[src/rtl/mcu_pkg.sv]
// Shared definitions for the microcontroller sequencer and control unit:
// machine-state encoding, instruction width and default halt word.
package mcu_pkg;

  localparam int unsigned INSTR_W = 12;
  localparam int unsigned STATE_W = 3;

  localparam logic [INSTR_W-1:0] HALT_WORD_DEFAULT = 12'h0FF;

  // Encodings 6 and 7 are unused; the control unit decodes them as idle.
  typedef enum logic [STATE_W-1:0] {
    LOAD    = 3'd0,
    FETCH   = 3'd1,
    DECODE  = 3'd2,
    EXECUTE = 3'd3,
    STOP    = 3'd4,
    PAUSE   = 3'd5
  } state_t;

endpackage

[src/rtl/mcu_load_counter.sv]
// Program-load handshake: start-gated ready, write address counter and
// terminal detection (last word or top of program memory).
module mcu_load_counter #(
  parameter int unsigned PMEM_DEPTH = 256,
  parameter int unsigned ADDR_W     = 8
) (
  input  logic              clk,
  input  logic              rst_n,
  input  logic              active,
  input  logic              start,
  input  logic              load_valid,
  input  logic              load_last,
  output logic              load_ready,
  output logic [ADDR_W-1:0] load_addr,
  output logic              done_c
);

  logic loading;
  logic hs_c;
  logic term_c;

  assign hs_c   = active & load_valid & load_ready;
  assign term_c = (load_addr == ADDR_W'(PMEM_DEPTH - 1));
  assign done_c = hs_c & (load_last | term_c);

  // Ready follows start by one cycle; completion clears everything for the next load.
  always_ff @(posedge clk or negedge rst_n) begin
    if (!rst_n) begin
      loading    <= 1'b0;
      load_ready <= 1'b0;
      load_addr  <= '0;
    end else if (!active || done_c) begin
      loading    <= 1'b0;
      load_ready <= 1'b0;
      load_addr  <= '0;
    end else if (!loading) begin
      if (start) begin
        loading    <= 1'b1;
        load_ready <= 1'b1;
      end
    end else if (hs_c) begin
      load_addr <= load_addr + ADDR_W'(1);
    end
  end

endmodule

[src/rtl/mcu_sequencer.sv]
// Machine-state sequencer: program load, FETCH/DECODE/EXECUTE loop, halt,
// single-step and restart. Optional breakpoint support under SEQ_BREAKPOINT_EN.
module mcu_sequencer
  import mcu_pkg::*;
#(
  parameter int unsigned          PMEM_DEPTH = 256,
  parameter int unsigned          ADDR_W     = 8,
  parameter logic [INSTR_W-1:0]   HALT_WORD  = HALT_WORD_DEFAULT,
  parameter int unsigned          CNT_W      = 16
) (
  input  logic               clk,
  input  logic               rst_n,
  input  logic               start,
  input  logic               load_valid,
  input  logic               load_last,
  output logic               load_ready,
  output logic [ADDR_W-1:0]  load_addr,
  input  logic [INSTR_W-1:0] ir,
  input  logic [ADDR_W-1:0]  pc,
  input  logic               step_mode,
  input  logic               step_req,
  input  logic               restart,
  output logic [STATE_W-1:0] state,
`ifdef SEQ_BREAKPOINT_EN
  input  logic               bp_en,
  input  logic [ADDR_W-1:0]  bp_addr,
`endif
  output logic               halted,
  output logic [CNT_W-1:0]   instr_count
);

  state_t state_q;
  state_t state_d;
  logic   load_done_c;
  logic   bp_hit_c;
  logic   bp_trig_c;

  mcu_load_counter #(
    .PMEM_DEPTH (PMEM_DEPTH),
    .ADDR_W     (ADDR_W)
  ) u_load_counter (
    .clk        (clk),
    .rst_n      (rst_n),
    .active     (state_q == LOAD),
    .start      (start),
    .load_valid (load_valid),
    .load_last  (load_last),
    .load_ready (load_ready),
    .load_addr  (load_addr),
    .done_c     (load_done_c)
  );

`ifdef SEQ_BREAKPOINT_EN
  logic bp_armed;

  assign bp_hit_c = bp_en & bp_armed & (pc == bp_addr);

  // One-shot: cleared when the breakpoint fires, re-armed by the next EXECUTE.
  always_ff @(posedge clk or negedge rst_n) begin
    if (!rst_n) begin
      bp_armed <= 1'b1;
    end else if (state_q == EXECUTE) begin
      bp_armed <= ~bp_trig_c;
    end
  end
`else
  logic pc_unused;

  assign pc_unused = ^pc;
  assign bp_hit_c  = 1'b0;
`endif

  always_ff @(posedge clk or negedge rst_n) begin
    if (!rst_n) begin
      state_q <= LOAD;
    end else begin
      state_q <= state_d;
    end
  end

  always_comb begin
    state_d   = state_q;
    bp_trig_c = 1'b0;
    case (state_q)
      LOAD:    if (load_done_c) state_d = FETCH;
      FETCH:   state_d = DECODE;
      DECODE:  state_d = EXECUTE;
      EXECUTE: begin
        if (ir == HALT_WORD) begin
          state_d = STOP;
        end else if (step_mode) begin
          state_d = PAUSE;
        end else if (bp_hit_c) begin
          state_d   = PAUSE;
          bp_trig_c = 1'b1;
        end else begin
          state_d = FETCH;
        end
      end
      STOP:    if (restart) state_d = LOAD;
      PAUSE: begin
        if (restart) begin
          state_d = LOAD;
        end else if (step_req) begin
          state_d = FETCH;
        end
      end
      default: state_d = LOAD;
    endcase
  end

  assign state = STATE_W'(state_q);

  // Retired-instruction count: saturating, cleared when a new program finishes loading.
  always_ff @(posedge clk or negedge rst_n) begin
    if (!rst_n) begin
      halted      <= 1'b0;
      instr_count <= '0;
    end else begin
      halted <= (state_d == STOP);
      if (load_done_c) begin
        instr_count <= '0;
      end else if (state_q == EXECUTE && instr_count != '1) begin
        instr_count <= instr_count + CNT_W'(1);
      end
    end
  end

endmodule

[config.mk]
export PLATFORM = sky130hd
export DESIGN_NAME = mcu_sequencer
export DESIGN_NICKNAME = d
export VERILOG_FILES = /design/src/rtl/mcu_pkg.sv /design/src/rtl/mcu_load_counter.sv /design/src/rtl/mcu_sequencer.sv
export SDC_FILE = /design/constraint.sdc
export NUM_CORES = 1
export LEC_CHECK = 0
export BUFFER_PORTS_ARGS = -buffer_cell sky130_fd_sc_hd__buf_2
export CORE_UTILIZATION = 45
export DETAILED_ROUTE_END_ITERATION = 12
export GPL_ROUTABILITY_DRIVEN = 0
export PLACE_DENSITY = 0.73
export SLEW_MARGIN = 20
export SYNTH_ARGS = -nofsm -noshare
export SYNTH_HDL_FRONTEND = slang
export SYNTH_SLANG_ARGS = --single-unit
[constraint.sdc]
create_clock -name clk -period 2.47 [get_ports clk]
set_input_delay 0.1235 -clock clk [delete_from_list [all_inputs] [get_ports clk]]
set_output_delay 0.1235 -clock clk [all_outputs]
set_load 0.05 [all_outputs]
* Yosys cells after proc, flatten, opt, wreduce, memory -nomap -nowiden
Cells that the tools add are included.
** Cells by class
- Add/subtract/negate cells :: 2
- Equal/unequal tests :: 10
- Multiplexer cells :: 18
- Bitwise gates (word level) :: 4
- Reductions and logical operators :: 10
** Operator list (count)
- 16-bit 2-to-1 mux :: 2
- 8-bit 2-to-1 mux :: 3
- 3-bit 2-to-1 mux :: 6
- 3-bit one-hot mux with 6 select lines :: 1
- 16-bit by 1-bit adder with 16-bit output (second input constant) :: 1
- 16-bit inequality test (second input constant) :: 1
- 12-bit by 8-bit equality test with 1-bit output (second input constant) :: 1
- 3-bit equality test (second input constant) :: 3
- 8-bit by 1-bit adder with 8-bit output (second input constant) :: 1
- 8-bit equality test (second input constant) :: 1
- 2-bit nonzero test :: 4
- 3-bit by 2-bit equality test with 1-bit output (second input constant) :: 2
- 1-bit 2-to-1 mux :: 6
- 2-bit AND reduction :: 2
- 1-bit AND :: 3
- 3-bit by 1-bit equality test with 1-bit output (second input constant) :: 1
- 3-bit logical NOT :: 1
- 2-bit inequality test (second input constant) :: 1
- 1-bit logical AND :: 1
- 1-bit logical NOT :: 1
- 1-bit logical OR :: 1
- 1-bit bitwise OR :: 1
** Word-level totals
- Register bits after elaboration :: 30
- Input bits :: 28
- Output and inout bits :: 29
- Logic and storage cells :: 50

* Longest topological paths before layout
- Depth after elaboration :: 7
- Mapped depth :: 6
- Depth with buffers taken out :: 5

* Modules after synthesis
From an unflattened synthesis, not the netlist that was laid out.
** Second synthesis, totals
- Cells, all modules :: 193
- Area, all modules :: 1799.2 µm²
** Modules (own cells, without submodules)
- mcu_sequencer :: instances 1, cells an instance 124, area each 1194.9 µm², seq. area each 500.5 µm²
- mcu_load_counter :: instances 1, cells an instance 69, area each 604.3 µm², seq. area each 250.2 µm²

* Worst setup path before layout
No wires, ideal clock.
- Path kind :: register to register
- Start point :: register instr_count[0]
- End point :: register instr_count[8]
- Library setup time :: 0.078 ns
- Arrival :: 2.168 ns
- Required time :: 2.392 ns
- Slack :: 0.224 ns
- Cell stages (with the launch flop) :: 7
- Buffers on the path :: 1
- Period minus slack after synthesis :: 2.246 ns
- Cells stage by stage :: dfrtp_1 ha_1 nand3_1 or3_1 buf_2 or4_1 a21oi_1
** Between the ends
- Word-level cells in the longest chain between the ends :: 3
- Elaborated cells on any way between the ends :: 6
- Those cells by class :: 1 x add/sub; 1 x eq/ne; 2 x mux; 2 x reduce/logical
** Ends and longest elaborated chain
- from (decl) :: RTL line mcu_sequencer.sv:29 : output logic [CNT_W-1:0] instr_count
- from (signal assigned) :: RTL line mcu_sequencer.sv:124 : instr_count <= instr_count + CNT_W'(1);
- 16-bit by 1-bit adder with 16-bit output / 16-bit inequality test (equally long branches) :: RTL line mcu_sequencer.sv:124, mcu_sequencer.sv:123
- 16-bit 2-to-1 mux / 1-bit logical AND (equally long branches) :: RTL line mcu_sequencer.sv:123 : end else if (state_q == EXECUTE && instr_count != '1) begin
- 16-bit 2-to-1 mux / 2-bit nonzero test (equally long branches)
Several ways; a longest one is shown, not always the timed one. The select of a mux whose other input is x is not followed.
A chain may end at the register's enable or synchronous reset.

* Worst setup path in the final report
- Start point :: register u_load_counter.load_addr[0]
- End point :: register instr_count[5]
** Between the ends
- Word-level cells in the longest chain between the ends :: 4
- Elaborated cells on any way between the ends :: 5
- Those cells by class :: 1 x eq/ne; 1 x mux; 2 x bitwise; 1 x reduce/logical
** Ends and longest elaborated chain
- from (decl) :: RTL line mcu_load_counter.sv:14 : output logic [ADDR_W-1:0] load_addr,
- from (signal assigned) :: RTL line mcu_load_counter.sv:42 : load_addr <= load_addr + ADDR_W'(1);
- 8-bit equality test (*) :: RTL line mcu_load_counter.sv:23 : assign term_c = (load_addr == ADDR_W'(PMEM_DEPTH - 1));
- 1-bit bitwise OR (*) :: RTL line mcu_load_counter.sv:24 : assign done_c = hs_c & (load_last | term_c);
- 1-bit AND (*) :: RTL line mcu_load_counter.sv:24
- 16-bit 2-to-1 mux / 2-bit nonzero test (equally long branches)
Mark *: on every way between the ends. The rest lies on a longest branch, timed or not.

==> metrics.md <==
| Metric | Value |
|---|---|
| Outcome | `finished, final reports clean` |
| Share of final-layout standard cells stronger than drive strength 1 | `0.252` |
| Top post-synthesis cells by count | `30 x sky130_fd_sc_hd__dfrtp_1, 21 x sky130_fd_sc_hd__a21oi_1, 16 x sky130_fd_sc_hd__nand2_1` |
| Setup skew after layout | `8.61 ps` |
| Worst reg-to-reg path cell count | `5` |
| Antenna diode instance count | `0` |
| Starting utilization of the core area | `0.483` |
| Finished layout cell area | `2100 µm²` |
| Max-cap violations | `0` |
| Number of DRC violations after detailed-routing iteration 0 | `78` |
| Clock tree from TritonCTS | `built` |
| FFs w/ async S/R, synth | `1.00` |
| Number of failing setup endpoints in the final timing report | `0` |
| Number of levels in the clock H-tree | `2` |
| Most frequent cell after synthesis | `sky130_fd_sc_hd__dfrtp_1` |
| Post-CTS Setup Inserts | `0` |
| Routed Antenna Nets | `0` |
| Tightest hold margin | `68.3 ps` |
| Cts bufs inserted | `5` |
| Total routed wirelength | `3740 µm` |
| Cells after synthesis | `180` |
| Sink count of the clock tree | `30` |
| Worst reg-to-reg setup slack | `410 ps` |
| CTS root buf | `sky130_fd_sc_hd__clkbuf_8` |
| Data required time at the worst endpoint | `2590 ps` |
| Io pins | `57` |
| Residual DRC count | `0` |
| Portion of the clock cycle consumed by the worst path in the final layout | `0.834` |
| Kind of end point of the critical path | `flip-flop` |
| Width of the chip | `62.8 µm` |
| Most used DFF post-synth | `sky130_fd_sc_hd__dfrtp_1` |
| Syn_area_per_cell | `9.23 µm²` |
| Post-Synthesis Cell Area | `1660 µm²` |
| CP arrival | `2180 ps` |
| Vias in the first global route | `1471` |
| Max Transition Viols Final | `0` |
| # fillers | `313` |
| Total count of hold-check failures in the final report | `0` |
| Routed wire per std cell | `13.3 µm` |
| Flops & latches, synth | `30` |
| Core Rows | `21` |
| Maximum VDD drop | `626 µV` |
| Most area-consuming cells after synthesis | `sky130_fd_sc_hd__dfrtp_1 45%, sky130_fd_sc_hd__a21oi_1 6.3%, sky130_fd_sc_hd__o31ai_1 4.5%` |
| CP Max Fanout | `14` |
| Worst Max-Slew Pin Slew | `977 ps` |
| Power per standard cell area | `1260 nW/µm²` |
| Area occupied by multi-input gates | `883 µm²` |
| Setup repair after global routing missed its margin | `no` |
| Global router's overall resource usage | `0.211` |
| Post-synth EDFFs | `0` |
| Distinct cells, synth | `34` |
| FF+latch area | `751 µm²` |
| Worst slew margin | `0.346` |
| Die Span Y | `62.8 µm` |
| Setup total negative slack | `0 ps` |
| Post-synthesis net count | `210` |
| Global-route wire length before repair | `6520 µm` |
| Fraction of post-synthesis cell area in the top cell type by area | `0.452` |
| Maximum clock insertion buffer count | `2` |
| Hold WC Path Type | `in2reg` |
| Leak Pwr | `0.883 nW` |
| Type of origin of the critical path | `flip-flop` |
| Post-DP HPWL | `2640 µm` |
| Count of buffers inserted at the top-level ports | `48` |
| Sequential-to-total area share from yosys stat | `0.452` |
| Post-Place Cell Area | `1950 µm²` |
| Via count normalized by instance count | `5.71` |
| Capturing point of the worst reg2reg path | `instr_count[5]$_DFFE_PN0P_` |
| Number of warnings issued by yosys | `0` |
| Clock input transition at the sequential cells of the worst setup and hold paths | `70 ps` |
| Cell type with the largest total area after synthesis | `sky130_fd_sc_hd__dfrtp_1` |
| Setup crit start | `u_load_counter.load_addr[0]$_DFFE_PN0P_` |
| Antenna violations before repair | `0` |
| Post-route minimum period | `2060 ps` |
| Maximum clock frequency | `486 MHz` |
| Total number of vias | `1599` |
| Pre-antenna DRT Iters | `4` |
| Start-to-end type of the worst setup path | `reg2reg` |
| Largest net degree at the start of global routing | `31` |
| FF-to-FF Start | `u_load_counter.load_addr[0]$_DFFE_PN0P_` |
| Final net count | `263` |
| Core area | `3440 µm²` |
| Die Footprint | `3940 µm²` |
| Worst-skew pair later-pin latency | `290 ps` |
| Global route total overflow | `0` |
| Area added between synthesis and finish | `26.6%` |
| Capture point of the worst path | `instr_count[5]$_DFFE_PN0P_` |
[worst min-delay path by stage]
stage | start | slack [ps] | end | depth (start not counted)
6_report | start | 70 | u_load_counter.loading$_DFF_PN0_ | 3
3_3_place_gp | rst_n | 200 | u_load_counter.load_addr[6]$_DFFE_PN0P_ | 1
5_1_grt | start | 60 | u_load_counter.loading$_DFF_PN0_ | 3
3_5_place_dp | rst_n | 190 | u_load_counter.load_addr[6]$_DFFE_PN0P_ | 1
4_1_cts | start | 60 | u_load_counter.loading$_DFF_PN0_ | 3
2_1_floorplan | rst_n | -170 | halted$_DFF_PN0_ | 0
[area by class of cell]
class                      instances  share of cell area
clock buffer                       6              0.0393
inverter                           1             0.00178
sequential                        30               0.357
timing repair buffer              51               0.126
clock inverter                     2              0.0286
tap                               46              0.0274
multi-input combinational        144               0.420
[report_power, final]
part | total [W] | leakage (nW) | internal (W) | switching, W
clock | 0.000615 | 0.0714 | 0.000430 | 0.000185
sequential | 0.000890 | 0.384 | 0.000651 | 0.000238
combinational | 0.00114 | 0.427 | 0.000293 | 0.000846
[layout by cell type, fill, tap and decap left out]
| cell type | netlist | routed |
|---|---|---|
| sky130_fd_sc_hd__xnor2_1 | 4 | 4 |
| sky130_fd_sc_hd__nand2_1 | 16 | 16 |
| sky130_fd_sc_hd__and4b_1 | 1 | 1 |
| sky130_fd_sc_hd__nor4_1 | 4 | 4 |
| sky130_fd_sc_hd__o31a_1 | 1 | 1 |
| sky130_fd_sc_hd__or2_2 | 1 | 1 |
| sky130_fd_sc_hd__a21oi_1 | 21 | 21 |
| sky130_fd_sc_hd__and3b_1 | 1 | 1 |
| sky130_fd_sc_hd__a211oi_1 | 2 | 2 |
| sky130_fd_sc_hd__buf_4 | 0 | 2 |
| sky130_fd_sc_hd__o21a_1 | 1 | 1 |
| sky130_fd_sc_hd__nand3_1 | 10 | 10 |
| sky130_fd_sc_hd__nor3_1 | 2 | 2 |
| sky130_fd_sc_hd__and4_1 | 7 | 7 |
| sky130_fd_sc_hd__nor2_1 | 9 | 9 |
| sky130_fd_sc_hd__or3_1 | 10 | 10 |
| sky130_fd_sc_hd__o21bai_1 | 1 | 1 |
| sky130_fd_sc_hd__o31ai_1 | 10 | 10 |
| sky130_fd_sc_hd__buf_2 | 4 | 48 |
| sky130_fd_sc_hd__bufinv_16 | 0 | 2 |
| sky130_fd_sc_hd__nand4_1 | 7 | 7 |
| sky130_fd_sc_hd__o21ai_1 | 3 | 3 |
| sky130_fd_sc_hd__nor3b_1 | 2 | 2 |
| sky130_fd_sc_hd__mux2i_1 | 1 | 1 |
| sky130_fd_sc_hd__o41ai_1 | 1 | 1 |
| sky130_fd_sc_hd__nand3b_1 | 3 | 3 |
| sky130_fd_sc_hd__and3_1 | 2 | 2 |
| sky130_fd_sc_hd__and2_1 | 2 | 2 |
| sky130_fd_sc_hd__dfrtp_1 | 30 | 30 |
| sky130_fd_sc_hd__inv_1 | 1 | 1 |
| sky130_fd_sc_hd__o21ai_0 | 6 | 6 |
| sky130_fd_sc_hd__clkbuf_8 | 0 | 6 |
| sky130_fd_sc_hd__or4_1 | 9 | 9 |
| sky130_fd_sc_hd__nor4b_1 | 3 | 3 |
| sky130_fd_sc_hd__dlygate4sd3_1 | 0 | 1 |
| sky130_fd_sc_hd__ha_1 | 2 | 2 |
| sky130_fd_sc_hd__a31oi_1 | 2 | 2 |
[cell families after synthesis]
| kind of cell | synth area share |
|---|---|
| mux | 0.00602 |
| xor+xnor | 0.0211 |
| compound gates | 0.172 |
| fa+ha+maj | 0.0151 |
| flops | 0.452 |
| simple gates | 0.318 |
| buf+inv | 0.0166 |
[per-layer routing]
layer,track usage,wire length [µm]
met2,0.322,1700
met4,0.0872,59
met3,0.0620,206
met1,0.279,1760
met5,0,0
[worst max-delay path, stage by stage (launching register included)]
cell,delay (ps)
sky130_fd_sc_hd__dfrtp_1,400
sky130_fd_sc_hd__ha_1,250
sky130_fd_sc_hd__and3_1,200
sky130_fd_sc_hd__a21oi_1,140
sky130_fd_sc_hd__nor2_1,780
sky130_fd_sc_hd__a21oi_1,120
[registers in the layout, indices dropped and copies added, names as in the netlist]
name	count
u_load_counter.loading	1
state	3
halted	1
u_load_counter.load_addr	8
u_load_counter.load_ready	1
instr_count	16
[metrics by stage]
step                      power, W  setup WS, ps  utilization  instances
after floorplan            0.00173           224            -        180
after global placement     0.00201           438        0.567        271
after detailed placement   0.00203           401        0.567        271
after CTS                  0.00266           402        0.611        280
after global routing       0.00281           250        0.611        280
final                      0.00264           411        0.611        280
[what timing repair did]
item                                    CTS  global route
hold endpoints to repair                 30             0
resized for setup                         0             0
endpoints found under the setup margin    0             0
hold buffers                              1             0
Power figures use the tool's default switching activity.
